File: config.mk
export PLATFORM = sky130hd
export DESIGN_NAME = rsa_modexp_sched
export DESIGN_NICKNAME = d
export VERILOG_FILES = /design/src/rtl/rsa_modexp_sched.sv
export SDC_FILE = /design/constraint.sdc
export NUM_CORES = 1
export LEC_CHECK = 0
export CAP_MARGIN = 20
export CORE_MARGIN = 10
export CORE_UTILIZATION = 64
export CTS_CLUSTER_DIAMETER = 30
export DETAILED_ROUTE_END_ITERATION = 8
export MAX_ROUTING_LAYER = met4
export PLACE_DENSITY = 0.87
export SYNTH_ARGS = -nofsm -noshare
export SYNTH_HDL_FRONTEND = slang
export SYNTH_SLANG_ARGS = --single-unit
File: constraint.sdc
create_clock -name clk -period 14.83 [get_ports clk]
set_input_delay 2.966 -clock clk [delete_from_list [all_inputs] [get_ports clk]]
set_output_delay 2.966 -clock clk [all_outputs]
set_load 0.02 [all_outputs]
File: src/rtl/rsa_modexp_sched.sv
// Sequential RSA decrypt scheduler: one word at a time, m = c^d mod N by left-to-right square-and-multiply
// on a shared bit-serial interleaved modular multiplier (NW cycles per modmul).
module rsa_modexp_sched #(
  parameter int NW = 16,
  parameter int EW = 16
) (
  input  logic          clk,
  input  logic          rst,
  input  logic          key_load,
  input  logic [NW-1:0] key_n,
  input  logic [EW-1:0] key_d,
  input  logic          in_valid,
  output logic          in_ready,
  input  logic [NW-1:0] in_data,
  output logic          out_valid,
  input  logic          out_ready,
  output logic [NW-1:0] out_data,
  output logic          out_err,
  output logic          busy
);

  localparam int IW = (EW > 1) ? $clog2(EW) : 1;
  localparam int JW = (NW > 1) ? $clog2(NW) : 1;

  typedef enum logic [2:0] {S_IDLE, S_SCAN, S_SQR, S_MUL, S_OUT} state_t;

  state_t        state;
  logic          key_valid;
  logic [NW-1:0] n_r;
  logic [EW-1:0] d_r;
  logic [NW-1:0] c_r;
  logic [NW-1:0] res_r;
  logic [NW+1:0] acc;
  logic [JW-1:0] j_r;
  logic [IW-1:0] i_r;

  function automatic logic [IW-1:0] msb_idx(input logic [EW-1:0] v);
    msb_idx = '0;
    for (int k = 0; k < EW; k++)
      if (v[k]) msb_idx = IW'(k);
  endfunction

  // Multiplier operand b is the bit-serial side: res for squaring, c for the multiply step.
  logic [NW-1:0] mm_b;
  logic [NW+1:0] n_ext, t0, t1, t2;
  logic [NW-1:0] mm_res;
  logic [IW-1:0] d_msb;

  always_comb begin
    mm_b   = (state == S_MUL) ? c_r : res_r;
    n_ext  = {2'b00, n_r};
    t0     = (acc << 1) + (mm_b[j_r] ? {2'b00, res_r} : '0);
    t1     = (t0 >= n_ext) ? (t0 - n_ext) : t0;
    t2     = (t1 >= n_ext) ? (t1 - n_ext) : t1;
    mm_res = t2[NW-1:0];
    d_msb  = msb_idx(d_r);
  end

  assign in_ready = (state == S_IDLE) && key_valid && !key_load;
  assign busy     = (state != S_IDLE);

  always_ff @(posedge clk) begin
    if (rst) begin
      state     <= S_IDLE;
      key_valid <= 1'b0;
      n_r       <= '0;
      d_r       <= '0;
      c_r       <= '0;
      res_r     <= '0;
      acc       <= '0;
      j_r       <= '0;
      i_r       <= '0;
      out_valid <= 1'b0;
      out_data  <= '0;
      out_err   <= 1'b0;
    end else begin
      case (state)
        S_IDLE: begin
          if (key_load) begin
            n_r       <= key_n;
            d_r       <= key_d;
            key_valid <= 1'b1;
          end else if (in_valid && key_valid) begin
            c_r   <= in_data;
            state <= S_SCAN;
          end
        end
        S_SCAN: begin
          if (n_r < NW'(2) || c_r >= n_r) begin
            out_valid <= 1'b1;
            out_data  <= '0;
            out_err   <= 1'b1;
            state     <= S_OUT;
          end else if (d_r == '0) begin
            out_valid <= 1'b1;
            out_data  <= NW'(1);
            out_err   <= 1'b0;
            state     <= S_OUT;
          end else begin
            res_r <= c_r;
            acc   <= '0;
            j_r   <= JW'(NW - 1);
            if (d_msb == '0) begin
              out_valid <= 1'b1;
              out_data  <= c_r;
              out_err   <= 1'b0;
              state     <= S_OUT;
            end else begin
              i_r   <= d_msb - 1'b1;
              state <= S_SQR;
            end
          end
        end
        S_SQR, S_MUL: begin
          if (j_r == '0) begin
            // Last multiplier cycle also makes the next-bit decision, so no idle step between modmuls.
            res_r <= mm_res;
            acc   <= '0;
            j_r   <= JW'(NW - 1);
            if (state == S_SQR && d_r[i_r]) begin
              state <= S_MUL;
            end else if (i_r == '0) begin
              out_valid <= 1'b1;
              out_data  <= mm_res;
              out_err   <= 1'b0;
              state     <= S_OUT;
            end else begin
              i_r   <= i_r - 1'b1;
              state <= S_SQR;
            end
          end else begin
            acc <= t2;
            j_r <= j_r - 1'b1;
          end
        end
        S_OUT: begin
          if (out_ready) begin
            out_valid <= 1'b0;
            state     <= S_IDLE;
          end
        end
        default: state <= S_IDLE;
      endcase
    end
  end

endmodule
======== Word-level counts from Yosys, hierarchy flattened ========
Index checks and enable logic that the tools add are counted.
cells by class
  bitwise operators ....................... 1
  mux-type cells .......................... 74
  equality and inequality tests ........... 15
  magnitude comparators ................... 6
  $add $sub $neg .......................... 6
  reductions and logical operators ........ 23
operator list
  cell                                                                            number
  16-bit two-way mux                                                              11
  4-bit two-way mux                                                               22
  17-bit two-way mux                                                              4
  16-bit one-hot mux with 2 select lines                                          2
  18-bit by 16-bit >= comparator with 1-bit output                                2
  17-bit one-hot mux with 2 select lines                                          1
  3-bit two-way mux                                                               9
  18-bit by 16-bit adder with 18-bit output                                       1
  18-bit two-way mux                                                              1
  2-bit inequality test (second input constant)                                   9
  18-bit by 16-bit subtractor with 18-bit output                                  1
  17-bit by 16-bit subtractor with 17-bit output                                  1
  16-bit >= comparator                                                            1
  16-bit logical NOT                                                              1
  16-bit by 2-bit less-than comparator with 1-bit output (second input constant)  1
  1-bit two-way mux                                                               16
  4-bit one-hot mux with 2 select lines                                           2
  4-bit logical NOT                                                               3
  3-bit one-hot mux with 4 select lines                                           1
  4-bit by 1-bit subtractor with 4-bit output (second input constant)             3
  4-bit by 5-bit less-than comparator with 1-bit output (second input constant)   2
  1-bit binary-select mux with 4-bit select                                       2
  4-bit AND reduction                                                             2
  7-bit AND reduction                                                             1
  other kinds (20)                                                                26
storage, ports and cells
  bits in registers ....................... 111
  output and inout port bits .............. 20
  bits of input ports ..................... 53

======== Longest topological paths before layout ========
Gate-level depths: netlist of run 1.
  depth after elaboration ................. 20
  depth in mapped cells ................... 41
  depth with buffers taken out ............ 35

======== Least setup slack after synthesis of run 1 ========
Ideal clock, no wire load.
  path type ............................... reg2reg
  start point ............................. register state[0]
  end point ............................... register res_r[3]
  cell stages (with the launch flop) ...... 40
  clock period less this slack ............ 8496 ps
  path slack .............................. 6334 ps
  library setup time ...................... 138 ps
  data arrival time ....................... 8358 ps
  cells stage by stage .................... dfxtp_1 nand3b_1 buf_1 mux4_2 mux4_2 mux2i_1 clkbuf_1 nor2_1 ha_1 inv_1 fa_1 nand2b_1 a21oi_1 o21a_1 o21ai_0 and2_1 o211ai_1 ha_1 [... 4 more ...] a31oi_2 and3_4 buf_8 mux2_2 ha_1 fa_1 nor2b_1 o21ai_0 a21oi_1 o21ai_0 a21oi_1 o21ai_0 and3b_1 buf_2 nand2_1 buf_2 mux2i_1 o221ai_1
on the way
  longest elaborated chain between the ends .. 12
ends and longest elaborated chain
  what                                                                                                                       line    RTL
  start, declared                                                                                                            27      state_t state;
  start signal, assigned                                                                                                     64      state <= S_IDLE;
  start signal, assigned                                                                                                     85      state <= S_SCAN;
  start signal, assigned                                                                                                     93      state <= S_OUT;
  3-bit by 2-bit == test with 1-bit output                                                                                   50, 77
  16-bit two-way mux                                                                                                         50      mm_b = (state == S_MUL) ? c_r : res_r;
  1-bit binary-select mux with 4-bit select                                                                                  52      t0 = (acc << 1) + (mm_b[j_r] ? {2'b00, res_r} : '0);
  1-bit two-way mux (implied by the code)                                                                                    52
  16-bit two-way mux                                                                                                         52
  18-bit by 16-bit adder with 18-bit output                                                                                  52
  18-bit by 16-bit subtractor with 18-bit output / 18-bit by 16-bit >= comparator with 1-bit output (equally long branches)  53      t1 = (t0 >= n_ext) ? (t0 - n_ext) : t0;
  18-bit two-way mux                                                                                                         53
  17-bit by 16-bit subtractor with 17-bit output / 18-bit by 16-bit >= comparator with 1-bit output (equally long branches)  54      t2 = (t1 >= n_ext) ? (t1 - n_ext) : t1;
  17-bit two-way mux                                                                                                         54
  16-bit two-way mux                                                                                                         115     if (j_r == '0) begin
  16-bit one-hot mux with 2 select lines                                                                                     77      case (state)
  end signal, assigned                                                                                                       100     res_r <= c_r;
  end signal, assigned                                                                                                       117     res_r <= mm_res;
  end, declared                                                                                                              32      logic [NW-1:0] res_r;
Parallel ways exist; a longest one is shown, timed or not. The select of a mux whose other input is x is not followed.
A chain may end at the register's enable or synchronous reset.

======== Worst setup path in the final report of run 1 ========
  start point ............................. register state[2]
  end point ............................... register res_r[3]
The elaborated chain is that of the path after synthesis.

==> results.md, run 1 <==
- # IOs: 73
- HP Class: flop to flop
- Placed instance area: about 0.009 mm²
- Clock power frac: approximately a quarter
- Cell variety after synth: just under 80
- WP data required: 15.04 ns
- Critical path type: flop to flop
- Peak supply drop: ~0.000087 V
- Setup_tns: 0 ns
- Final slew viol count: 0
- Switching power: 0.418 mW
- Final Cycle Share: about 65%
- Largest net degree at the start of global routing: between 80 and 90
- Final instance area: 0.00937 mm²
- CTS tree: yes
- DRC viols: 0
- Most frequent cells in the layout: nand2_1, dfxtp_1, a21oi_1
- H-Tree Depth: 3
- Power density over the cells: about 110 mW/mm²
- Max Used Layer: met4
- Initial Util: around two thirds
- Hold-fix buffers, CTS: 0
- EDFF count, synth: 0
- Root buffer cell: clkbuf_16
- Initial antenna violation count: 0
- Placed Instances: approximately 1300
- Synth async-reset ratio: 0%
- Routed WL per cell: roughly 21 µm
- Non-filler cells, final: about 1300
- Post-layout net count: about 1200
- Top fanout value on the critical path: 20
- Final Setup Violations: 0
- Post-synthesis cell count: around 1100
- Longest Clk Path Bufs: 2
- Endpoints failing hold: 0
- Initial DRT Pass Iterations: 8
- Post-Syn Nets: between 1000 and 1500
- Filler instances: roughly 1000
- HPWL after detailed placement: a little over 20 mm
- Sw frac: 41.2%
- R2R setup slack: between 5 and 6 ns
- Share of the synthesized area in the top cell type: roughly 27%
- Maximum capacitance violations: 0
- Die W: 134 µm
- Final core utilization: 74.2%
- Synth Flop Type: dfxtp_1
- Area contributors post-synth: dfxtp_1, ha_1, nand2_1
- Combinational power share: 43.4%
- Area grow syn2layout: 13.5%
- Post-CTS Setup Inserts: 0
- Register area share after synthesis: a little over a quarter
- Reg-to-reg startpoint: state[2]
- Core footprint: between 0.01 and 0.015 mm²
- Final WL: 27.1 mm
- CTS clk-pin slew, worst paths: roughly 0.08 ns
- Actual slew at the worst max-slew pin: between 1 and 1.5 ns
- Vias in the first global route: about 7700
- Final GP Congestion: ~1.0
- Slowest CP cell: dfxtp_1
- Fmax: 104 MHz
- Largest stage delay, worst path: about 0.57 ns
- Synth Cell Area: between 0.008 and 0.009 mm²
- Synth Area per Inst: roughly 7.8 µm²
- Layout cell share with drive strength beyond 1: 5.32%
- Global-route wire length before repair: 41.6 mm
- Routed length on met1: between 10 and 15 mm
- Num CTS Buffers: 9
- Routed Antenna Nets: 0
- Buf/Inv on CP: 2
- Clk sinks: ~110
- PostCTS Resize Cnt: 0
- RSZ-0062 raised after global routing: no
- Hold Crit Start: n_r[15]
- Crit path max-delay family: compound AO/OA/AOI/OAI gates
- Lkg Pwr: ~3.8 nW
- Grt ovf: 0
- Number of port buffers: 72
- Row count: 41
- Commonest non-fill, non-tap cell in the layout: nand2_1
- Total number of vias: around 8500
- Metal3 WL: 2.93 mm
- Initial DRC count: 1243
- Status: complete, no violations
- Crit path capture type: flop
- Cell taking the most area after synthesis: dfxtp_1
- Setup crit start: state[2]
- Clk Latency, worst-skew pair: 0.38 ns
- Clock Skew: 0.0191 ns
- Int Pwr: 0.597 mW
- Synthesized flop and latch total: 111
- Met2 wire len: between 10 and 15 mm
- Die Ht: about 130 µm
- Post-DR vias/cell: roughly 6.6
- Antenna cell count: 0
- Flop pwr share: ~33%
- Slew headroom: ~28%
- Final min period: 9.62 ns
- Cell mode on critical path: o21ai_0
- Yosys Warn Count: 0
- Crit path DAT: between 9 and 10 ns
- Critical Path Source Type: flop
- Total track usage: 29.9%
- Die area: roughly 0.018 mm²
-- per-stage QoR --
step | hold WS, ns | worst slack [ns] | power, mW
4_1_cts | 0.476 | 5.44 | 0.994
5_1_grt | 0.492 | 4.56 | 1.06
3_3_place_gp | 0.456 | 5.75 | 0.748
6_report | 0.473 | 5.21 | 1.01
2_1_floorplan | 0.439 | 6.33 | 0.637
3_5_place_dp | 0.463 | 5.45 | 0.754
-- worst register-to-register path: cells and delay by family (launching register included) --
family | cells | cell delay, ns
DFF | 1 | 0.57
buffers and inverters | 2 | 0.29
adders and majority gates | 5 | 1.40
AOI/OAI and AO/OA | 14 | 2.92
and+or+nand+nor | 9 | 2.34
muxes | 5 | 1.93
-- final timing paths --
check / endpoint / depth (start not counted)
setup reg to reg: res_r[3] / 35
hold / removal: n_r[15] / 2
setup / recovery: res_r[3] / 35
hold reg to reg: n_r[15] / 2
-- synthesized netlist by cell type, types with 23 or more instances --
cell type / number
nand3_1: 41
nor2_1: 82
clkbuf_1: 46
a21oi_1: 105
o21ai_0: 50
dfxtp_1: 111
ha_1: 65
inv_1: 49
nand2b_1: 24
nor2b_1: 23
a21o_1: 26
nor3_1: 24
nand2_1: 145
-- metal layers --
metal  up-vias  GRT usage, %
li1       3951             -
met1      3944          38.8
met2       510          44.8
met3        79          6.92
met4         0          9.98
met5         -             -
-- power by group through the flow --
stage                     Combinational, mW  Clock, mW  Sequential [mW]
after floorplan                       0.307          0            0.331
after global placement                0.414          0            0.334
after detailed placement              0.420          0            0.335
after CTS                             0.423      0.243            0.328
after global routing                  0.472      0.256            0.331
final                                 0.441      0.244            0.329
-- kinds of logic (layout without fill, tap and decap cells) --
kind of cell             count (synthesis)  count (layout)  synth area share [%]
multiplexers                            31              31                  5.58
flip-flops                             111             111                  26.9
XOR/XNOR                                33              33                  3.50
AND/OR/NAND/NOR                        403             403                  23.1
adder cells (fa/ha/maj)                 68              68                  10.6
AO/OA/AOI/OAI                          316             316                  25.5
buffers and inverters                  102             146                  4.85
-- registers in the layout (all words and copies together) (netlist names) --
| signal | count |
|---|---|
| out_data | 16 |
| d_r | 16 |
| i_r | 4 |
| c_r | 16 |
| out_err | 1 |
| n_r | 16 |
| key_valid | 1 |
| acc | 17 |
| out_valid | 1 |
| j_r | 4 |
| res_r | 16 |
| state | 3 |
-- layout make-up --
class	instances	area [µm²]	share of cell area, %
Multi-Input combinational cell	851	5640	60.2
Sequential cell	111	2220	23.7
Timing Repair Buffer	81	815	8.69
Clock buffer	11	243	2.59
Tap cell	172	215	2.30
Inverter	49	184	1.96
Clock inverter	5	52.6	0.561
Power figures use the tool's default switching activity.
==> run 2, diff against run 1 <==
- CORE_UTILIZATION: 64 -> 59
- PLACE_DENSITY: 0.87 -> 0.81
- clock period: 14.83 -> 9 ns (I/O delays scaled with it)
==> run 2 against run 1 <==
  * Global-route usage is 0.89 points lower
  * Via count is 1.2% higher
  * Fmax is 11% higher
  * Cell count is 3.4% higher
  * Power is 76% higher
  * Critical path depth is 2 higher
  * Utilization is 3.8 points lower
  * First-iteration DRC count is 21% lower
  * Largest cell class unchanged
==> results.md, run 2 (same netlist as run 1, synthesis figures left out) <==
- Status: complete, no violations
- Row count: 43
- Final WL: about 29 mm
- H-Tree Depth: 3
- Filler instances: ~1200
- DRC viols: 0
- Post-layout net count: between 1000 and 1500
- Routed WL per cell: around 22 µm
- Total track usage: between 20% and 30%
- Lkg Pwr: a little under 4 nW
- Slew headroom: between 20% and 30%
- R2R depth: 37
- Final GP Congestion: between 1 and 1.5
- # IOs: 73
- Crit path max-delay family: compound AO/OA/AOI/OAI gates
- Longest Clk Path Bufs: 2
- Placed instance area: 0.00923 mm²
- Actual slew at the worst max-slew pin: ~1.1 ns
- Most frequent cells in the layout: nand2_1, dfxtp_1, a21oi_1
- Fmax: approximately 120 MHz
- Total number of vias: approximately 8600
- Final min period: approximately 8.7 ns
- Commonest non-fill, non-tap cell in the layout: nand2_1
- Clk Latency, worst-skew pair: around 0.36 ns
- Critical path type: flop to flop
- Largest register FFs: 17
- Setup_tns: 0 ns
- HPWL after detailed placement: between 20 and 25 mm
- Vias in the first global route: roughly 7800
- Initial DRC count: ~1000
- Reg-to-reg startpoint: state[0]
- Area grow syn2layout: 17.5%
- Initial Util: 60.0%
- Die area: 0.0191 mm²
- R2R setup slack: about 0.34 ns
- Core footprint: around 0.014 mm²
- CTS tree: yes
- Slowest CP cell: mux4_2
- Reg2reg end: out_data[15]
- Global-route wire length before repair: between 40 and 50 mm
- Top fanout value on the critical path: 11
- Cell mode on critical path: buf_4
- WP data required: 9.20 ns
- Final instance area: roughly 0.0097 mm²
- Largest register by flop count: acc
- Die W: roughly 140 µm
- Final Setup Violations: 0
- FF/Latch Area: ~0.0022 mm²
- Antenna cell count: 0
- Clk sinks: 111
- Num CTS Buffers: 9
- Hold Crit Depth: 2
- Root buffer cell: clkbuf_16
- Hold-fix buffers, CTS: 0
- Hold endpoint: n_r[6]
- RSZ-0062 raised after global routing: yes
- Crit path capture type: flop
- Final Cycle Share: 96.2%
- Largest net degree at the start of global routing: 83
- HP Class: flop to flop
- Routed Antenna Nets: 0
- Die Ht: approximately 140 µm
- Grt ovf: 0
- CTS clk-pin slew, worst paths: roughly 0.080 ns
- Final Total Pwr: around 1.8 mW
- Clock Skew: ~0.0096 ns
- Peak supply drop: roughly 0.00013 V
- Multi-input logic area: roughly 0.0057 mm²
- Power density over the cells: ~180 mW/mm²
- Critical Path Source Type: flop
- Post-DR vias/cell: ~6.5
- Endpoints failing hold: 0
- Layout cell share with drive strength beyond 1: under 10%
- Crit path DAT: 8.86 ns
- Buf/Inv on CP: 5
- Initial antenna violation count: 0
- Maximum capacitance violations: 0
- Number of port buffers: 72
- Hold_ws: approximately 0.48 ns
- Initial DRT Pass Iterations: 6
- Number of stages on the worst setup path: 37
- Largest stage delay, worst path: 0.52 ns
- Hold Crit Start: n_r[6]
- Final slew viol count: 0
[run 2: cell count changes in the layout (fill, tap and decap cells not counted), moves of 2 or more]
cell / before / now
a21oi_1: 105 / 103
mux2i_2: 0 / 2
mux2i_1: 13 / 11
o21ai_1: 3 / 6
a21oi_2: 0 / 2
buf_4: 6 / 42
o21ai_0: 50 / 47
[run 2: tightest hold or removal path, stage by stage (launching register included)]
cell and delay [ns]:
dfxtp_1 0.33, nand2_1 0.06, a21oi_1 0.05
[run 2: repair_timing]
item                                    4_1_cts  5_1_grt
hold endpoints to repair                      0        0
setup buffers                                 0        9
endpoints found under the setup margin        0       49
gates resized for setup                       0       15
[run 2: per-stage QoR]
| stage | setup WS, ns | util [%] | std cells |
|---|---|---|---|
| 6_report | 0.338 | 70.5 | 1324 |
| 5_1_grt | -0.0781 | 70.5 | 1324 |
| 4_1_cts | 0.162 | 69.3 | 1312 |
| 3_5_place_dp | 0.190 | 67.0 | 1296 |
| 3_3_place_gp | 0.317 | 67.0 | 1295 |
| 2_1_floorplan | 0.504 | - | 1064 |
[run 2: worst max path at each step]
stage,startpoint,endpoint,slack [ns]
6_report,state[0],out_data[15],0.34
5_1_grt,state[0],res_r[15],-0.08
4_1_cts,state[0],acc[7],0.16
3_5_place_dp,state[0],acc[7],0.19
3_3_place_gp,state[0],acc[7],0.32
2_1_floorplan,state[0],res_r[3],0.50
[run 2: layer usage]
| layer | part of all wire, % | up-vias | global-route usage, % |
|---|---|---|---|
| li1 | - | 4022 | - |
| met1 | 43 | 3970 | 38.8 |
| met2 | 44 | 497 | 42.0 |
| met3 | 9.9 | 94 | 6.64 |
| met4 | 3.6 | 0 | 9.66 |
| met5 | 0 | - | - |
[run 2: cell type report]
cell class,count,share of cell area (%)
multi-input combinational,852,58.7
sequential,111,22.9
timing repair buffer,116,11.0
clock buffer,11,2.50
tap,180,2.32
inverter,49,1.90
clock inverter,5,0.670
[run 2: where the power goes]
group / leakage (nW) / internal, mW / switching, mW
clock: 0.144 / 0.227 / 0.197
combinational: 2.91 / 0.312 / 0.507
sequential: 0.902 / 0.513 / 0.0256
